File: src/rtl/fog_lut_intensity_pkg.sv
// Shared definitions for the fog intensity LUT: config word layout, default
// sizes, config FSM encoding and the output clamp.
package fog_lut_intensity_pkg;

    localparam int DEPTH_WIDTH_DEF   = 24;
    localparam int LUT_SIZE_LOG2_DEF = 5;

    localparam int CFG_FIELD_W = 16;
    localparam int CFG_B_LSB   = 16;
    localparam int CFG_M_LSB   = 0;

    typedef enum logic [1:0] {
        ST_IDLE    = 2'd0,
        ST_LOAD    = 2'd1,
        ST_DISCARD = 2'd2
    } cfg_state_t;

    function automatic logic [CFG_FIELD_W-1:0] cfg_base(input logic [31:0] word);
        return word[CFG_B_LSB +: CFG_FIELD_W];
    endfunction

    function automatic logic signed [CFG_FIELD_W-1:0] cfg_slope(input logic [31:0] word);
        return $signed(word[CFG_M_LSB +: CFG_FIELD_W]);
    endfunction

    function automatic logic [15:0] clamp_u16(input logic signed [17:0] sum);
        if (sum[17])
            return 16'h0000;
        else if (sum[16])
            return 16'hFFFF;
        else
            return sum[15:0];
    endfunction

endpackage

File: src/rtl/fog_lut_bank_ram.sv
// Two-bank LUT storage: one write port into the shadow bank, one registered
// read port from the active bank. Contents are not reset.
module fog_lut_bank_ram #(
    parameter int ADDR_W = 5,
    parameter int DATA_W = 32
) (
    input  logic              clk,
    input  logic              wr_en,
    input  logic              wr_bank,
    input  logic [ADDR_W-1:0] wr_addr,
    input  logic [DATA_W-1:0] wr_data,
    input  logic              rd_bank,
    input  logic [ADDR_W-1:0] rd_addr,
    output logic [DATA_W-1:0] rd_data
);

    logic [DATA_W-1:0] mem [2**(ADDR_W+1)];

    always_ff @(posedge clk) begin
        if (wr_en)
            mem[{wr_bank, wr_addr}] <= wr_data;
        rd_data <= mem[{rd_bank, rd_addr}];
    end

endmodule

File: src/rtl/fog_lut_intensity.sv
// Depth -> fog intensity through a double-buffered piecewise-linear LUT,
// 4-stage pipeline, table loaded over a stream and swapped atomically.
//
// state      | meaning
// ST_IDLE    | waiting for the first word of a load (always written at index 0)
// ST_LOAD    | writing words into the shadow bank at an incrementing index
// ST_DISCARD | load overran the table; dropping words until tlast
module fog_lut_intensity
    import fog_lut_intensity_pkg::*;
#(
    parameter int DEPTH_WIDTH   = DEPTH_WIDTH_DEF,
    parameter int LUT_SIZE_LOG2 = LUT_SIZE_LOG2_DEF
) (
    input  logic                   aclk,
    input  logic                   resetn,
    input  logic                   s_cfg_tvalid,
    output logic                   s_cfg_tready,
    input  logic                   s_cfg_tlast,
    input  logic [31:0]            s_cfg_tdata,
    input  logic                   depth_valid,
    input  logic [DEPTH_WIDTH-1:0] depth,
    output logic                   intensity_valid,
    output logic [15:0]            intensity,
    output logic                   lut_loaded,
    output logic                   cfg_error
);

    localparam int FRAC_WIDTH = DEPTH_WIDTH - LUT_SIZE_LOG2;
    localparam int LUT_DEPTH  = 1 << LUT_SIZE_LOG2;
    localparam int CNT_W      = LUT_SIZE_LOG2 + 1;
    localparam int PROD_W     = CFG_FIELD_W + FRAC_WIDTH + 1;

    cfg_state_t state, state_nxt;
    logic [CNT_W-1:0] wr_cnt, word_idx;
    logic cfg_fire, overflow, at_last;
    logic wr_en, swap, set_err, clr_err;
    logic bank_sel;

    assign cfg_fire = s_cfg_tvalid & s_cfg_tready;
    assign word_idx = (state == ST_IDLE) ? '0 : wr_cnt;
    assign overflow = word_idx[LUT_SIZE_LOG2];
    assign at_last  = (word_idx == CNT_W'(LUT_DEPTH - 1));

    always_ff @(posedge aclk or negedge resetn) begin
        if (!resetn)
            state <= ST_IDLE;
        else
            state <= state_nxt;
    end

    always_comb begin
        state_nxt = state;
        if (cfg_fire) begin
            unique case (state)
                ST_IDLE, ST_LOAD: begin
                    if (s_cfg_tlast)
                        state_nxt = ST_IDLE;
                    else if (overflow)
                        state_nxt = ST_DISCARD;
                    else
                        state_nxt = ST_LOAD;
                end
                ST_DISCARD: if (s_cfg_tlast) state_nxt = ST_IDLE;
                default:    state_nxt = ST_IDLE;
            endcase
        end
    end

    always_comb begin
        wr_en   = cfg_fire && (state != ST_DISCARD) && !overflow;
        swap    = wr_en && s_cfg_tlast && at_last;
        set_err = cfg_fire && s_cfg_tlast && !swap;
        clr_err = cfg_fire && (state == ST_IDLE);
    end

    // An error on the very first word wins over the clear of the same word.
    always_ff @(posedge aclk or negedge resetn) begin
        if (!resetn) begin
            s_cfg_tready <= 1'b0;
            wr_cnt       <= '0;
            bank_sel     <= 1'b0;
            lut_loaded   <= 1'b0;
            cfg_error    <= 1'b0;
        end else begin
            s_cfg_tready <= 1'b1;
            if (wr_en)
                wr_cnt <= word_idx + 1'b1;
            if (swap) begin
                bank_sel   <= ~bank_sel;
                lut_loaded <= 1'b1;
            end
            if (set_err)
                cfg_error <= 1'b1;
            else if (clr_err)
                cfg_error <= 1'b0;
        end
    end

    logic                     v1, v2, v3, ld1, ld2, ld3, bank1;
    logic [LUT_SIZE_LOG2-1:0] idx1;
    logic [FRAC_WIDTH-1:0]    frac1, frac2;
    logic [31:0]              rd_data;
    logic [15:0]              b3;
    logic signed [17:0]       delta3;
    logic signed [PROD_W-1:0] m_ext, f_ext, prod, prod_shr;

    fog_lut_bank_ram #(
        .ADDR_W (LUT_SIZE_LOG2),
        .DATA_W (32)
    ) u_ram (
        .clk     (aclk),
        .wr_en   (wr_en),
        .wr_bank (~bank_sel),
        .wr_addr (word_idx[LUT_SIZE_LOG2-1:0]),
        .wr_data (s_cfg_tdata),
        .rd_bank (bank1),
        .rd_addr (idx1),
        .rd_data (rd_data)
    );

    assign m_ext    = PROD_W'(cfg_slope(rd_data));
    assign f_ext    = PROD_W'($signed({1'b0, frac2}));
    assign prod     = m_ext * f_ext;
    assign prod_shr = prod >>> FRAC_WIDTH;

    // The loaded flag travels with the bank so a fragment sees one consistent table.
    always_ff @(posedge aclk or negedge resetn) begin
        if (!resetn) begin
            v1 <= 1'b0; v2 <= 1'b0; v3 <= 1'b0;
            ld1 <= 1'b0; ld2 <= 1'b0; ld3 <= 1'b0;
            bank1 <= 1'b0;
            idx1 <= '0;
            frac1 <= '0;
            frac2 <= '0;
            b3 <= '0;
            delta3 <= '0;
            intensity_valid <= 1'b0;
            intensity <= 16'hFFFF;
        end else begin
            v1    <= depth_valid;
            idx1  <= depth[DEPTH_WIDTH-1 -: LUT_SIZE_LOG2];
            frac1 <= depth[FRAC_WIDTH-1:0];
            bank1 <= bank_sel;
            ld1   <= lut_loaded;

            v2    <= v1;
            ld2   <= ld1;
            frac2 <= frac1;

            v3     <= v2;
            ld3    <= ld2;
            b3     <= cfg_base(rd_data);
            delta3 <= 18'(prod_shr);

            intensity_valid <= v3;
            if (v3)
                intensity <= ld3 ? clamp_u16($signed({2'b00, b3}) + delta3) : 16'hFFFF;
        end
    end

endmodule

File: config.mk
export PLATFORM = sky130hd
export DESIGN_NAME = fog_lut_intensity
export DESIGN_NICKNAME = d
export VERILOG_FILES = /design/src/rtl/fog_lut_intensity_pkg.sv /design/src/rtl/fog_lut_bank_ram.sv /design/src/rtl/fog_lut_intensity.sv
export SDC_FILE = /design/constraint.sdc
export NUM_CORES = 2
export LEC_CHECK = 0
export ABC_AREA = 1
export CAP_MARGIN = 20
export CELL_PAD_IN_SITES_DETAIL_PLACEMENT = 0
export CELL_PAD_IN_SITES_GLOBAL_PLACEMENT = 2
export CORE_MARGIN = 1
export CORE_UTILIZATION = 40
export CTS_BUF_LIST = sky130_fd_sc_hd__clkbuf_16
export DETAILED_ROUTE_END_ITERATION = 8
export PLACE_DENSITY = 0.77
export SETUP_SLACK_MARGIN = 0.5
export SYNTH_ARGS = -nofsm -noshare
export SYNTH_HDL_FRONTEND = slang
export SYNTH_SLANG_ARGS = --single-unit
File: constraint.sdc
create_clock -name aclk -period 16.7 [get_ports aclk]
set_input_delay 3.34 -clock aclk [delete_from_list [all_inputs] [get_ports aclk]]
set_output_delay 3.34 -clock aclk [all_outputs]
set_load 0.01 [all_outputs]
# After elaboration in Yosys (flattened, before gate mapping)
# Memory sizes are Yosys's and may differ from the RTL's. A register that Yosys moved wholly into a read port is not among the register bits.
# Cells that the tools add are included.
# totals
input_bits,61
ram_bits,2048
elab_cells,56
reg_bits,112
mem_count,1
out_inout_bits,20
# mem_list
name,depth,width,rd,rd_ports_with_merged_regs,write_ports,line,rtl
u_ram.mem,64,32,1,1,1,fog_lut_bank_ram.sv:17,logic [DATA_W-1:0] mem [2**(ADDR_W+1)];
# classes
add_sub_neg,2
bitwise,2
n_reduce_logical,13
mux,12
n_eq_ne,5
mul,1
# op_table
op,n
16-bit two-way mux,3
16-bit by 20-bit multiplier with 36-bit output,1
17-bit by 17-bit adder with 18-bit output,1
1-bit logical AND,7
"6-bit by 1-bit adder with 6-bit output, second input constant",1
"6-bit by 5-bit == test with 1-bit output, second input constant",1
2-bit two-way mux,3
6-bit two-way mux,1
1-bit two-way mux,4
"2-bit inequality test, second input constant",2
2-bit case mux with 2 select lines,1
"2-bit by 1-bit == test with 1-bit output, second input constant",1
"2-bit == test, second input constant",1
1-bit logical NOT,2
2-bit logical NOT,1
2-bit AND reduction,1
2-bit nonzero test,1
2-bit OR reduction,1
1-bit AND,1
1-bit NOT,1

# Longest topological paths before layout
# logic_depth
word_depth,9
mapped_depth,29
mapped_depth_nobuf,27

# Modules after synthesis
# From an unflattened synthesis, not the netlist that was laid out.
# hier_totals
cells_unflattened,8681
area_unflattened_um2,97908.9
# by_module_without_submodules
module,n_inst,cells_each,seq_area_each_um2,area_per_inst_um2
fog_lut_bank_ram,1,6769,62139.6,82738.1
fog_lut_intensity,1,1912,2822.7,15170.8

# Worst setup path before layout
# No wires, ideal clock.
# synth_timing
path_kind,in2reg
start,input s_cfg_tvalid
end,memory u_ram.mem[17][0] (enable)
required_time_ps,16279
path_stages,7
n_path_buf,1
arrival_ps,5640
setup_slack_ps,10639
cell_sequence,nand2_1 inv_1 o21ai_0 nor2_2 buf_2 nand3_1 nor2_1
# synth_between
elab_chain_cells,5
# synth_lines
element,line,rtl
"start, declared",fog_lut_intensity.sv:16,"input logic s_cfg_tvalid,"
1-bit AND,fog_lut_intensity.sv:39,assign cfg_fire = s_cfg_tvalid & s_cfg_tready;
1-bit logical AND (2 in a row),fog_lut_intensity.sv:70,wr_en = cfg_fire && (state != ST_DISCARD) && !overflow;
1-bit two-way mux,fog_lut_bank_ram.sv:20,if (wr_en)
1-bit two-way mux (implied by the code),fog_lut_bank_ram.sv:21,"mem[{wr_bank, wr_addr}] <= wr_data;"
"end, declared",fog_lut_bank_ram.sv:17,
# Every way passes these cells.

# Worst setup path after layout
# layout_timing
start,input s_cfg_tvalid
end,memory u_ram.mem[2][3] (enable)
# The elaborated chain is that of the path after synthesis.

==> flow_summary_export.csv <==
group,metric,value,unit
floorplan,die_height,493,µm
final_layout,final_common_cell,"edfxtp_1",
status,outcome,"finished clean",
floorplan,coreArea,239000,µm²
sta,finalMaxSlewViolations,0,
sta,max_freq,0.148,GHz
yosys,muxShareOfSynthArea,0,%
sta,whs,327,ps
sta,hold_viol,0,
grt,grt-ovfl-total,0,
route,drc_errors,0,
place,dp.cells,11100,
place,dp_hpwl,163000,µm
clock_network,ctsResizeCount,0,
sta,setup_viol,0,
final_layout,fill_cells,21600,
pwr,p_leak,39.4,nW
route,wl,281000,µm
route,wl_per_cell,24.4,µm
floorplan,num_io_pins,81,
critical_path,startpoint_type,"primary input",
critical_path,crit_path_end_kind,"register",
sta,finalWorstSetupSlack,9940,ps
pwr,p_sw,5.67,mW
pwr,ir_worst_vdd,0.266,mV
yosys,synthSimpleGateAreaFrac,12.3,%
hold_path,hp-class,"reg -> reg",
final_layout,nets,8589,
pwr,comb_power_share,31.0,%
yosys,ys_ff_latch,2192,
place,dp_slack,9060,ps
route,drtIter0Drc,6481,
floorplan,row_count,179,
clock_network,cts_hold_buf,0,
route,vias_per_cell,5.44,
grt,antenna_found_initial,14,
yosys,ys_warn_count,0,
sta,max-slew-margin-rel,24.1,%
sta,fin_crit,6760,ps
yosys,synth_top_family_by_area,"simple AND/OR/NAND/NOR gates",
sta,rsz0062_at_grt,"false",
final_layout,final_util,45.4,%
yosys,synth-compound-area-share,8.87,%
final_layout,syn_to_final_growth,12.4,%
critical_path,regToRegStartpoint,"u_ram.rd_data[7]",
clock_network,cts.sinks,2192,
flow_run,maxCapViolations,0,
clock_network,clockRootBuffer,"clkbuf_16",
clock_network,cts_made_buffers,226,
sta,fin_crit_sh,40.5,%
pwr,p_per_area,151,nW/µm²
yosys,synth.avg_cell_area,11.7,µm²
pwr,internal_power,10.8,mW
clock_network,clk_latency,900,ps
grt,grt_pass1_vias,60000,
critical_path,crit_arrival,7240,ps
grt,grt_pass1_wl,410000,µm
yosys,synth_area,96500,µm²
yosys,synth-edff-count,2048,
yosys,synth_fa_ha_area_share,6.73,%
critical_path,criticalPathCategory,"in -> reg",
pwr,sequentialPowerShare,37.9,%
place,gp_congestion,0.859,
yosys,synth_fp_nets,8657,
critical_path,cp.required,17190,ps
sta,finalSetupTns,0,ps
clock_network,cts_tree,"done",
yosys,netlist_instances,8218,
pwr,power,16.4,mW
route,ant_nets,0,
sta,fin_worst_skew,53.2,ps
floorplan,die_w,493,µm
clock_network,cts_max_level,4,
final_layout,layout.cells.non_filler,11500,
yosys,synth_xor_area_share,0.191,%
floorplan,dieArea,243000,µm²
critical_path,crit_fanout,32,
route,via_count,62700,
final_layout,drive_above_1_share,7.13,%
final_layout,fin_area,109000,µm²
place,io_buffers,80,
yosys,ys_types,44,
final_layout,final_cell_mix,"edfxtp_1 (2048), nand2_1 (1303), nor2_1 (1020), o21ai_0 (897), inv_1 (603)",
place,dpl_cell_area,101000,µm²
yosys,ys_seq_area_share,67.3,%
clock_network,path_clk_slew,60,ps
grt,grt_max_degree,219,
grt,track_usage,22.9,%
yosys,async_reset_ff_share,5.11,%
pwr,clockPowerShare,31.0,%
clock_network,cts_buffer_depth,3,
clock_network,postCtsSetupBuffers,0,
floorplan,initial_core_util,40.4,%
sta,worstMarginPinSlew,1140,ps
yosys,ys.flop_type,"edfxtp_1",
critical_path,critPathLaunch,"s_cfg_tvalid",
pwr,swShare,34.5,%
hold_path,hp-start,"u_ram.rd_data[29]",
route,first_pass_iters,6,
layout make-up:
class | instances | area [µm²] | area share (%)
Antenna cell | 5 | 12.5 | 0.0115
Clock buffer | 228 | 5710 | 5.26
Clock inverter | 194 | 1860 | 1.72
Inverter | 569 | 2180 | 2.01
Multi-Input combinational cell | 4945 | 27600 | 25.4
Sequential cell | 2192 | 65000 | 59.9
Tap cell | 3167 | 3960 | 3.65
Timing Repair Buffer | 216 | 2200 | 2.03
Yosys cell counts, types with 7 or more instances:
master,number,share of area [%]
buf_6,9,0.10
nand3_1,523,2.7
clkbuf_1,277,1.1
or2_2,8,0.052
edfxtp_1,2048,64
inv_1,566,2.2
a21oi_1,115,0.60
clkbuf_2,7,0.036
xnor2_1,8,0.073
dfrtp_1,96,2.5
buf_1,44,0.17
buf_2,139,0.72
ha_1,142,1.8
nand4_1,10,0.065
nand3b_1,9,0.070
dfstp_2,16,0.44
o21ai_0,897,4.7
nor3_1,12,0.062
fa_1,236,4.9
o22ai_1,457,3.0
dfxtp_1,32,0.66
xor2_1,13,0.12
o21ai_1,98,0.51
buf_4,36,0.28
nor2_1,1084,4.2
nand2_1,1303,5.1
worst max-delay path, stage by stage:
cell	delay (ps)
clkdlybuf4s50_1	460
nand2_1	270
inv_1	200
o21ai_0	160
nor2_2	460
nand4_1	920
buf_4	530
nor2_4	840
state kept, by name, indices dropped and copies added (netlist names), 2 cells and up:
register and flops:
idx1 5, state 2, b3 16, frac2 19
delta3 17, frac1 19, u_ram.mem 2048, u_ram.rd_data 32
intensity 16, wr_cnt 6
worst paths after layout:
| kind | slack, ps | end | cells past startpoint |
|---|---|---|---|
| min in group asynchronous | 2460 | ld3 | 1 |
| max | 9940 | u_ram.mem[2][3] | 8 |
| max reg2reg | 10730 | delta3[14] | 19 |
| min reg2reg | 330 | b3[13] | 0 |
| max in group asynchronous | 12710 | idx1[4] | 2 |
| min | 330 | b3[13] | 0 |
cell families (layout without fill, tap and decap cells):
group                      Yosys count  in the layout
AOI/OAI and AO/OA                 1587           1587
xor gates and xnor gates            21             21
adders and majority gates          378            378
buffers and inverters             1081           1207
DFF                               2192           2192
other                                1              6
and+or+nand+nor                   2958           2958
routing by layer:
layer	wire length [µm]	GRT usage [%]	part of all wire (%)
met1	128000	33.8	45
met2	128000	35.4	46
met3	18000	2.89	6.4
met4	7080	6.36	2.5
met5	0	0	0
power groups by stage:
stage          clock, mW  combinational [mW]  sequential, mW
5_1_grt             5.39                5.79            6.24
3_3_place_gp           0                5.13            6.36
6_report            5.10                5.10            6.23
2_1_floorplan          0                3.50            6.28
3_5_place_dp           0                5.12            6.36
4_1_cts             5.18                5.15            6.24
Note: power is estimated with default switching activity, not from simulation.
